<file path="src/rtl/countdown_timer_pkg.sv">
// Shared types and constants for the MM:SS countdown timer: FSM states, BCD limits,
// the packed MM:SS digit record and the borrow-chain decrement.
package countdown_timer_pkg;

    typedef enum logic [1:0] {
        StIdle  = 2'd0,
        StRun   = 2'd1,
        StPause = 2'd2,
        StAlarm = 2'd3
    } state_e;

    localparam int unsigned DefaultClkFreq = 50_000_000;

    localparam logic [3:0] OnesMax = 4'd9;
    localparam logic [2:0] TensMax = 3'd5;

    typedef struct packed {
        logic [2:0] min_t;
        logic [3:0] min_o;
        logic [2:0] sec_t;
        logic [3:0] sec_o;
    } mmss_t;

    localparam mmss_t MmssZero = '0;

    function automatic logic mmss_valid(input mmss_t v);
        return (v.min_t <= TensMax) && (v.min_o <= OnesMax) &&
               (v.sec_t <= TensMax) && (v.sec_o <= OnesMax);
    endfunction

    // Caller guarantees v != 00:00, so min_t never underflows.
    function automatic mmss_t mmss_dec(input mmss_t v);
        mmss_t r;
        r = v;
        if (v.sec_o != 4'd0) begin
            r.sec_o = v.sec_o - 4'd1;
        end else begin
            r.sec_o = OnesMax;
            if (v.sec_t != 3'd0) begin
                r.sec_t = v.sec_t - 3'd1;
            end else begin
                r.sec_t = TensMax;
                if (v.min_o != 4'd0) begin
                    r.min_o = v.min_o - 4'd1;
                end else begin
                    r.min_o = OnesMax;
                    r.min_t = v.min_t - 3'd1;
                end
            end
        end
        return r;
    endfunction

endpackage

</file>
<file path="src/rtl/tick_gen.sv">
// 1 Hz prescaler: counts 0..CLK_FREQ-1 while run is high and pulses tick on the last count.
// Holds its value while run is low; clr forces it back to zero.
module tick_gen
    import countdown_timer_pkg::*;
#(
    parameter int unsigned CLK_FREQ = DefaultClkFreq
) (
    input  logic clk,
    input  logic rst,
    input  logic run,
    input  logic clr,
    output logic tick
);

    localparam int unsigned CntW = (CLK_FREQ > 1) ? $clog2(CLK_FREQ) : 1;
    localparam logic [CntW-1:0] CntMax = CntW'(CLK_FREQ - 1);

    logic [CntW-1:0] cnt_q, cnt_d;

    always_comb begin
        cnt_d = cnt_q;
        if (clr) begin
            cnt_d = '0;
        end else if (run) begin
            cnt_d = (cnt_q == CntMax) ? '0 : cnt_q + CntW'(1);
        end
    end

    always_ff @(posedge clk or negedge rst) begin
        if (!rst) begin
            cnt_q <= '0;
        end else begin
            cnt_q <= cnt_d;
        end
    end

    assign tick = run & ~clr & (cnt_q == CntMax);

endmodule

</file>
<file path="src/rtl/countdown_timer.sv">
// MM:SS countdown timer: BCD preset load, 1 Hz countdown with start/pause/clear keys,
// and a timed alarm phase once the count reaches 00:00.
module countdown_timer
    import countdown_timer_pkg::*;
#(
    parameter int unsigned CLK_FREQ  = DefaultClkFreq,
    parameter int unsigned ALARM_SEC = 10
) (
    input  logic       clk,
    input  logic       rst,
    input  logic       key_start,
    input  logic       key_clr,
    input  logic       key_load,
    input  logic [2:0] pre_min_t,
    input  logic [3:0] pre_min_o,
    input  logic [2:0] pre_sec_t,
    input  logic [3:0] pre_sec_o,
    output logic [2:0] min_t,
    output logic [3:0] min_o,
    output logic [2:0] sec_t,
    output logic [3:0] sec_o,
    output logic       running,
    output logic       alarm
);

    localparam logic [7:0] AlarmInit = 8'(ALARM_SEC - 1);

    state_e     state_q, state_d;
    mmss_t      digits_q, digits_d;
    logic [7:0] alarm_cnt_q, alarm_cnt_d;
    logic       running_q, alarm_q;

    mmss_t preset;
    logic  tick;
    logic  presc_run;
    logic  presc_clr;
    logic  any_key;

    assign preset    = {pre_min_t, pre_min_o, pre_sec_t, pre_sec_o};
    assign presc_run = (state_q == StRun) || (state_q == StAlarm);
    assign presc_clr = (state_q == StIdle);
    assign any_key   = key_start | key_clr | key_load;

    tick_gen #(
        .CLK_FREQ(CLK_FREQ)
    ) u_tick_gen (
        .clk (clk),
        .rst (rst),
        .run (presc_run),
        .clr (presc_clr),
        .tick(tick)
    );

    always_comb begin
        state_d     = state_q;
        digits_d    = digits_q;
        alarm_cnt_d = alarm_cnt_q;
        unique case (state_q)
            StIdle: begin
                alarm_cnt_d = '0;
                if (key_clr) begin
                    digits_d = MmssZero;
                end else if (key_start) begin
                    if (digits_q != MmssZero) begin
                        state_d = StRun;
                    end
                end else if (key_load && mmss_valid(preset)) begin
                    digits_d = preset;
                end
            end
            StRun: begin
                // Acting on a key takes precedence over a tick landing in the same cycle.
                if (key_clr) begin
                    state_d  = StIdle;
                    digits_d = MmssZero;
                end else if (key_start) begin
                    state_d = StPause;
                end else if (tick && (digits_q != MmssZero)) begin
                    digits_d = mmss_dec(digits_q);
                    if (digits_d == MmssZero) begin
                        state_d     = StAlarm;
                        alarm_cnt_d = AlarmInit;
                    end
                end
            end
            StPause: begin
                if (key_clr) begin
                    state_d  = StIdle;
                    digits_d = MmssZero;
                end else if (key_start) begin
                    state_d = StRun;
                end
            end
            StAlarm: begin
                digits_d = MmssZero;
                if (any_key) begin
                    state_d = StIdle;
                end else if (tick) begin
                    if (alarm_cnt_q == 8'd0) begin
                        state_d = StIdle;
                    end else begin
                        alarm_cnt_d = alarm_cnt_q - 8'd1;
                    end
                end
            end
            default: begin
                state_d  = StIdle;
                digits_d = MmssZero;
            end
        endcase
    end

    always_ff @(posedge clk or negedge rst) begin
        if (!rst) begin
            state_q     <= StIdle;
            digits_q    <= MmssZero;
            alarm_cnt_q <= '0;
            running_q   <= 1'b0;
            alarm_q     <= 1'b0;
        end else begin
            state_q     <= state_d;
            digits_q    <= digits_d;
            alarm_cnt_q <= alarm_cnt_d;
            running_q   <= (state_d == StRun);
            alarm_q     <= (state_d == StAlarm);
        end
    end

    assign min_t   = digits_q.min_t;
    assign min_o   = digits_q.min_o;
    assign sec_t   = digits_q.sec_t;
    assign sec_o   = digits_q.sec_o;
    assign running = running_q;
    assign alarm   = alarm_q;

endmodule
</file>
<file path="config.mk">
export PLATFORM = sky130hd
export DESIGN_NAME = countdown_timer
export DESIGN_NICKNAME = d
export VERILOG_FILES = /design/src/rtl/countdown_timer_pkg.sv /design/src/rtl/tick_gen.sv /design/src/rtl/countdown_timer.sv
export SDC_FILE = /design/constraint.sdc
export NUM_CORES = 1
export LEC_CHECK = 0
export BUFFER_PORTS_ARGS = -buffer_cell sky130_fd_sc_hd__buf_4
export CAP_MARGIN = 15
export CELL_PAD_IN_SITES_DETAIL_PLACEMENT = 1
export CELL_PAD_IN_SITES_GLOBAL_PLACEMENT = 1
export CORE_UTILIZATION = 40
export CTS_BUF_LIST = sky130_fd_sc_hd__clkbuf_16
export CTS_CLUSTER_SIZE = 24
export DETAILED_ROUTE_END_ITERATION = 10
export GPL_TIMING_DRIVEN = 0
export PLACE_DENSITY = 0.81
export SLEW_MARGIN = 20
export SYNTH_ARGS = -nofsm -noshare
export SYNTH_HDL_FRONTEND = slang
export SYNTH_SLANG_ARGS = --single-unit
</file>
<file path="constraint.sdc">
create_clock -name clk -period 2.77 [get_ports clk]
set_clock_uncertainty 0.15 [all_clocks]
set_input_delay 0.831 -clock clk [delete_from_list [all_inputs] [get_ports clk]]
set_output_delay 0.831 -clock clk [all_outputs]
set_load 0.02 [all_outputs]
</file>
* After elaboration in Yosys (flattened, before gate mapping)
Cells that the tools add are included.
Operators by class: add/sub/neg operators 6, order comparisons 4, equality and inequality tests 18, multiplexer cells 46, bitwise gates (word level) 5, reductions and logical operators 17
Operators with widths (number):
- two-way mux 14 bit | 7
- two-way mux 26 bit | 3
- two-way mux 8 bit | 7
- case mux 14 bit (4 select lines) | 1
- two-way mux 10 bit | 5
- adder 26 x 1 -> 26 bit, second input constant | 1
- equality test 26 bit, second input constant | 1
- two-way mux 2 bit | 12
- two-way mux 4 bit | 6
- case mux 8 bit (3 select lines) | 1
- logical NOT 14 bit | 1
- nonzero test 14 bit | 1
- != test 2 bit, second input constant | 6
- != test 3 bit, second input constant | 3
- <= comparator 4 bit, second input constant | 2
- logical NOT 8 bit | 1
- case mux 2 bit (4 select lines) | 1
- AND reduction 8 bit | 1
- nonzero test 4 bit | 2
- subtractor 4 x 1 -> 4 bit, second input constant | 2
- subtractor 8 x 1 -> 8 bit, second input constant | 1
- two-way mux 7 bit | 1
- equality test 2 bit, second input constant | 3
- <= comparator 3 bit, second input constant | 2
- 14 further kinds | 25
Word-level totals: register bits after elaboration 52, bits of input ports 19, output and inout port bits 16, word-level logic and storage cells 105

* Depth between registers and ports, before layout
word-level depth 16, gate-level depth with buffers 9

* By module
From an unflattened synthesis, not the netlist that was laid out.
Unflattened totals: cell total of the unflattened synthesis 415, area, all modules 3552.2 um^2
Modules (own cells, without submodules):
- countdown_timer | times used 1, cells each 227, area each 1938.1 um^2
- tick_gen | times used 1, cells each 188, area each 1614.0 um^2

* Worst setup path after synthesis
Ideal clock, no wire load.
path type register -> register, start point register digits_q, in the netlist sec_t[0], end point register alarm_cnt_q[7], library setup time 124 ps, data arrival time 2198 ps, data required time 2496 ps, path slack 298 ps, stages on the path, launching flop included 10, buffers on the path 1, cell sequence dfrtp_1 clkbuf_1 nor2_1 ha_1 nor2b_1 nand4_1 xor2_1 o2111ai_2 a21o_1 a211o_1
On the way: cells in the longest elaborated chain, start to end 10
RTL lines:
- start: declaration | line countdown_timer.sv:29 | mmss_t digits_q, digits_d;
- start signal: assignment | line countdown_timer.sv:116 | digits_q <= MmssZero;
- start signal: assignment | line countdown_timer.sv:122 | digits_q <= digits_d;
- subtractor 3 x 1 -> 3 bit / nonzero test 3 bit (equally long branches) | line countdown_timer_pkg.sv:40, countdown_timer_pkg.sv:39
- two-way mux 3 bit / two-way mux 7 bit (equally long branches) | line countdown_timer_pkg.sv:39 | if (v.sec_t != 3'd0) begin
- two-way mux 10 bit | line countdown_timer_pkg.sv:35 | if (v.sec_o != 4'd0) begin
- two-way mux 10 bit | line countdown_timer.sv:78 | end else if (tick && (digits_q != MmssZero)) begin
- two-way mux 10 bit | line countdown_timer.sv:76 | end else if (key_start) begin
- two-way mux 10 bit | line countdown_timer.sv:73 | if (key_clr) begin
- two-way mux 10 bit | line countdown_timer.sv:58 | unique case (state_q)
- logical NOT 14 bit | line countdown_timer.sv:80 | if (digits_d == MmssZero) begin
- != test 2 x 1 -> 1 bit (no line)
- AND reduction 8 bit (no line) (*)
- end signal: assignment | line countdown_timer.sv:123 | alarm_cnt_q <= alarm_cnt_d;
- end: declaration | line countdown_timer.sv:30 | logic [7:0] alarm_cnt_q, alarm_cnt_d;
Every way passes the cells marked *; elsewhere a longest branch is shown, timed or not. The select of a mux whose other input is x is not followed. A chain may end at the register's enable or synchronous reset.

* Worst setup path after layout
start point register digits_q, in the netlist sec_o[1], end point register alarm_cnt_q[7]
On the way: cells in the longest elaborated chain, start to end 9
RTL lines (line):
- subtractor 4 x 1 -> 4 bit / nonzero test 4 bit (equally long branches) | countdown_timer_pkg.sv:36, countdown_timer_pkg.sv:35
- two-way mux 4 bit / two-way mux 10 bit (equally long branches) | countdown_timer_pkg.sv:35
- two-way mux 4 bit / two-way mux 10 bit (equally long branches) | countdown_timer.sv:78
- two-way mux 4 bit / two-way mux 10 bit (equally long branches) | countdown_timer.sv:76
- two-way mux 4 bit / two-way mux 10 bit (equally long branches) | countdown_timer.sv:73
- two-way mux 4 bit / two-way mux 10 bit (equally long branches) | countdown_timer.sv:58
- logical NOT 14 bit | countdown_timer.sv:80
- != test 2 x 1 -> 1 bit (no line)
- AND reduction 8 bit (no line) (*)
Marks and branches as above.

==> reports/results.tsv <==
stage	metric	value	unit
status	outcome	completed	
yosys	synthDistinctLibCells	59	
yosys	yosys-top-cells-count	dfrtp_1 (52), o21ai_0 (51), nand2_1 (47)	
run	cap_violations	0	
worst_setup_path	crit_type	reg2reg	
place	hpwl	6900	um
clock_tree	clock_path_buffers	2	
global_route	grt-ovfl-total	0	
place	dp.cells	512	
yosys	synth-edff-count	0	
timing	setup_viol	0	
clock_tree	clkSlewWorstSetupHoldPaths	0.07	ns
clock_tree	insertion_delay	0.29	ns
detailed_routing	drc	0	
global_route	grt_pass1_wl	16600	um
timing	max_freq	0.375	GHz
floorplanning	ios	35	
detailed_routing	wl	9750	um
timing	min_period_over_period	0.961	
layout	nNetsFinal	441	
yosys	yosysSeqAreaShare	0.406	
floorplanning	row_count	32	
global_route	grt_pass1_vias	3299	
yosys	yosysTopAreaCell	dfrtp_1	
global_route	grt_max_degree	53	
worst_setup_path	critPathMaxFanout	7	
yosys	synth_top_area_share	0.406	
global_route	grtUsageTotal	0.250	
worst_setup_path	start_kind	flop	
timing	fin_crit	2.66	ns
layout	drive_gt1_frac	0.165	
clock_tree	clockRootBuffer	clkbuf_16	
clock_tree	cts_tree	yes	
yosys	synthCells	377	
timing	rsz0062_at_grt	false	
timing	slew_violations	0	
layout	final_cells	520	
floorplanning	design.core.area	7730	um^2
detailed_routing	viasPerCell	6.05	
timing	slew-limit-headroom	0.513	
yosys	yosys_warnings	0	
timing	worst_pin_slew	0.727	ns
place	io_buffers	33	
floorplanning	die_h	91.5	um
detailed_routing	antenna_left	0	
yosys	synthesis.area	3200	um^2
pwr	power.total	2.06	mW
layout	diodes	0	
worst_setup_path	cp_data_arrival_time	2.70	ns
place	gp_congestion	0.868	
hold_path	worstHoldPathType	reg2reg	
timing	tns	0	ns
yosys	postSynthAreaPerCell	8.50	um^2
layout	fill_cells	952	
floorplanning	dieWidth	91.5	um
clock_tree	cts_sinks	52	
yosys	synthArstFlopShare	1.00	
timing	hold_viol	0	
pwr	p_leak	1.57	nW
yosys	ys.flop_type	dfrtp_1	
floorplanning	die_area	8370	um^2
detailed_routing	num_vias	3147	
yosys	yosys-top-cells-area	dfrtp_1 (41%), o21ai_0 (8.0%), nand2_1 (5.5%)	
worst_setup_path	cp-end-kind	flop	
yosys	ys_seq_elements	52	
pwr	vdd_drop_max	232	uV
yosys	syn-num-nets	401	
clock_tree	h-tree-depth	2	
floorplanning	initial_core_util	0.415	
detailed_routing	detail_route.wl_per_cell	18.7	um
yosys	synth.most_common_cell	dfrtp_1	
clock_tree	numCtsBuffers	5	
pwr	powerDensity	546	nW/um^2
worst_setup_path	worst_ep_required_time	2.81	ns
layout	areaGrowthSynthToFinish	17.9	%
detailed_routing	dr.pass1.iters	4	
detailed_routing	drt_iter0_drc	169	
global_route	antenna_found_initial	0	
==> critical path: stages, from the launching register on <==
cell	delay [ns]
dfrtp_1	0.49
nor4_4	0.58
mux2_2	0.41
nor2_1	0.15
o2111ai_2	0.21
a21o_4	0.29
a211o_1	0.29
==> cells in the final DEF, fill, tap and decap left out, types with 3 or more instances in the layout <==
master | Yosys | layout
a22oi_1 | 5 | 5
or3_1 | 3 | 3
nand2b_1 | 6 | 6
o41ai_1 | 5 | 5
clkbuf_16 | 0 | 5
buf_2 | 7 | 7
buf_4 | 1 | 34
nor2_1 | 25 | 24
xor2_1 | 4 | 4
nor3_1 | 20 | 20
a32oi_1 | 3 | 3
a21o_1 | 5 | 4
clkbuf_1 | 6 | 6
a21oi_1 | 18 | 18
a22o_1 | 5 | 5
inv_1 | 11 | 12
nor4_1 | 4 | 4
nor2b_1 | 4 | 3
and3_1 | 5 | 5
o21ai_1 | 6 | 6
nand3_1 | 18 | 15
a31oi_1 | 9 | 9
nand4_1 | 8 | 8
dfrtp_1 | 52 | 52
ha_1 | 5 | 5
o31ai_1 | 3 | 3
nand2_1 | 47 | 47
o21ai_0 | 51 | 51
a2bb2oi_1 | 3 | 3
==> path summary, 6_finish.rpt <==
path / start / end / slack [ns] / cells after the start
max reg2reg: sec_o[1]$_DFFE_PN0P_ / alarm_cnt_q[7]$_DFFE_PN0P_ / 0.11 / 6
min in group asynchronous: rst / alarm_cnt_q[5]$_DFFE_PN0P_ / 0.43 / 1
max: sec_o[1]$_DFFE_PN0P_ / alarm_cnt_q[7]$_DFFE_PN0P_ / 0.11 / 6
max in group asynchronous: rst / u_tick_gen.cnt_q[20]$_DFFE_PN0P_ / 1.59 / 1
min: u_tick_gen.cnt_q[23]$_DFFE_PN0P_ / u_tick_gen.cnt_q[23]$_DFFE_PN0P_ / 0.36 / 1
min reg2reg: u_tick_gen.cnt_q[23]$_DFFE_PN0P_ / u_tick_gen.cnt_q[23]$_DFFE_PN0P_ / 0.36 / 1
==> through the flow <==
step                      cell area (um^2)  setup slack [ns]  hold slack (ns)  utilization
final                                 3770             0.107            0.360        0.489
after global routing                  3770            0.0137            0.380        0.489
after CTS                             3740            0.0235            0.362        0.485
after detailed placement              3580           -0.0519            0.355        0.463
after global placement                3580            0.0314            0.340        0.463
after floorplan                       3200             0.298            0.314            -
==> metal layers <==
| layer | global-route usage | wire length (um) | vias up |
|---|---|---|---|
| met4 | 0.118 | 214 | 0 |
| met2 | 0.429 | 4960 | 60 |
| met5 | 0 | 0 | - |
| met3 | 0.0427 | 282 | 18 |
| met1 | 0.303 | 4290 | 1581 |
| li1 | - | - | 1488 |
==> flip-flops by register name, indices dropped and copies added (netlist names) <==
name and count:
u_tick_gen.cnt_q 26, alarm_cnt_q 8, min_o 4, sec_o 4, min_t 3, sec_t 3
state_q 2, alarm 1, running 1
==> final cells by class <==
class,instances,area [um^2],area share
Multi-Input combinational cell,298,1840,0.487
Sequential cell,52,1300,0.345
Timing Repair Buffer,33,248,0.0656
Tap cell,102,128,0.0338
Clock buffer,5,125,0.0331
Buffer,16,80.1,0.0212
Inverter,11,41.3,0.0109
Clock inverter,3,15.0,0.00398
==> cell families after synthesis <==
kind of cell,count (synthesis),share of synthesized area
adders and majority gates,5,0.0195
DFF,52,0.406
muxes,3,0.00977
buffers and inverters,27,0.0379
and+or+nand+nor,155,0.252
xor gates and xnor gates,5,0.0137
AOI/OAI and AO/OA,130,0.261
==> power by group <==
part	switching, mW	internal, mW
Clock	0.287	0.330
Sequential	0.0738	0.803
Combinational	0.349	0.217
==> what timing repair did <==
item,in CTS,in global routing
hold buffers,0,0
endpoints found under the setup margin,12,12
setup buffers,0,0
hold endpoints to repair,0,0
pin swaps,0,2
resized for setup,4,6
No activity file was read; power rests on OpenSTA's default activity.
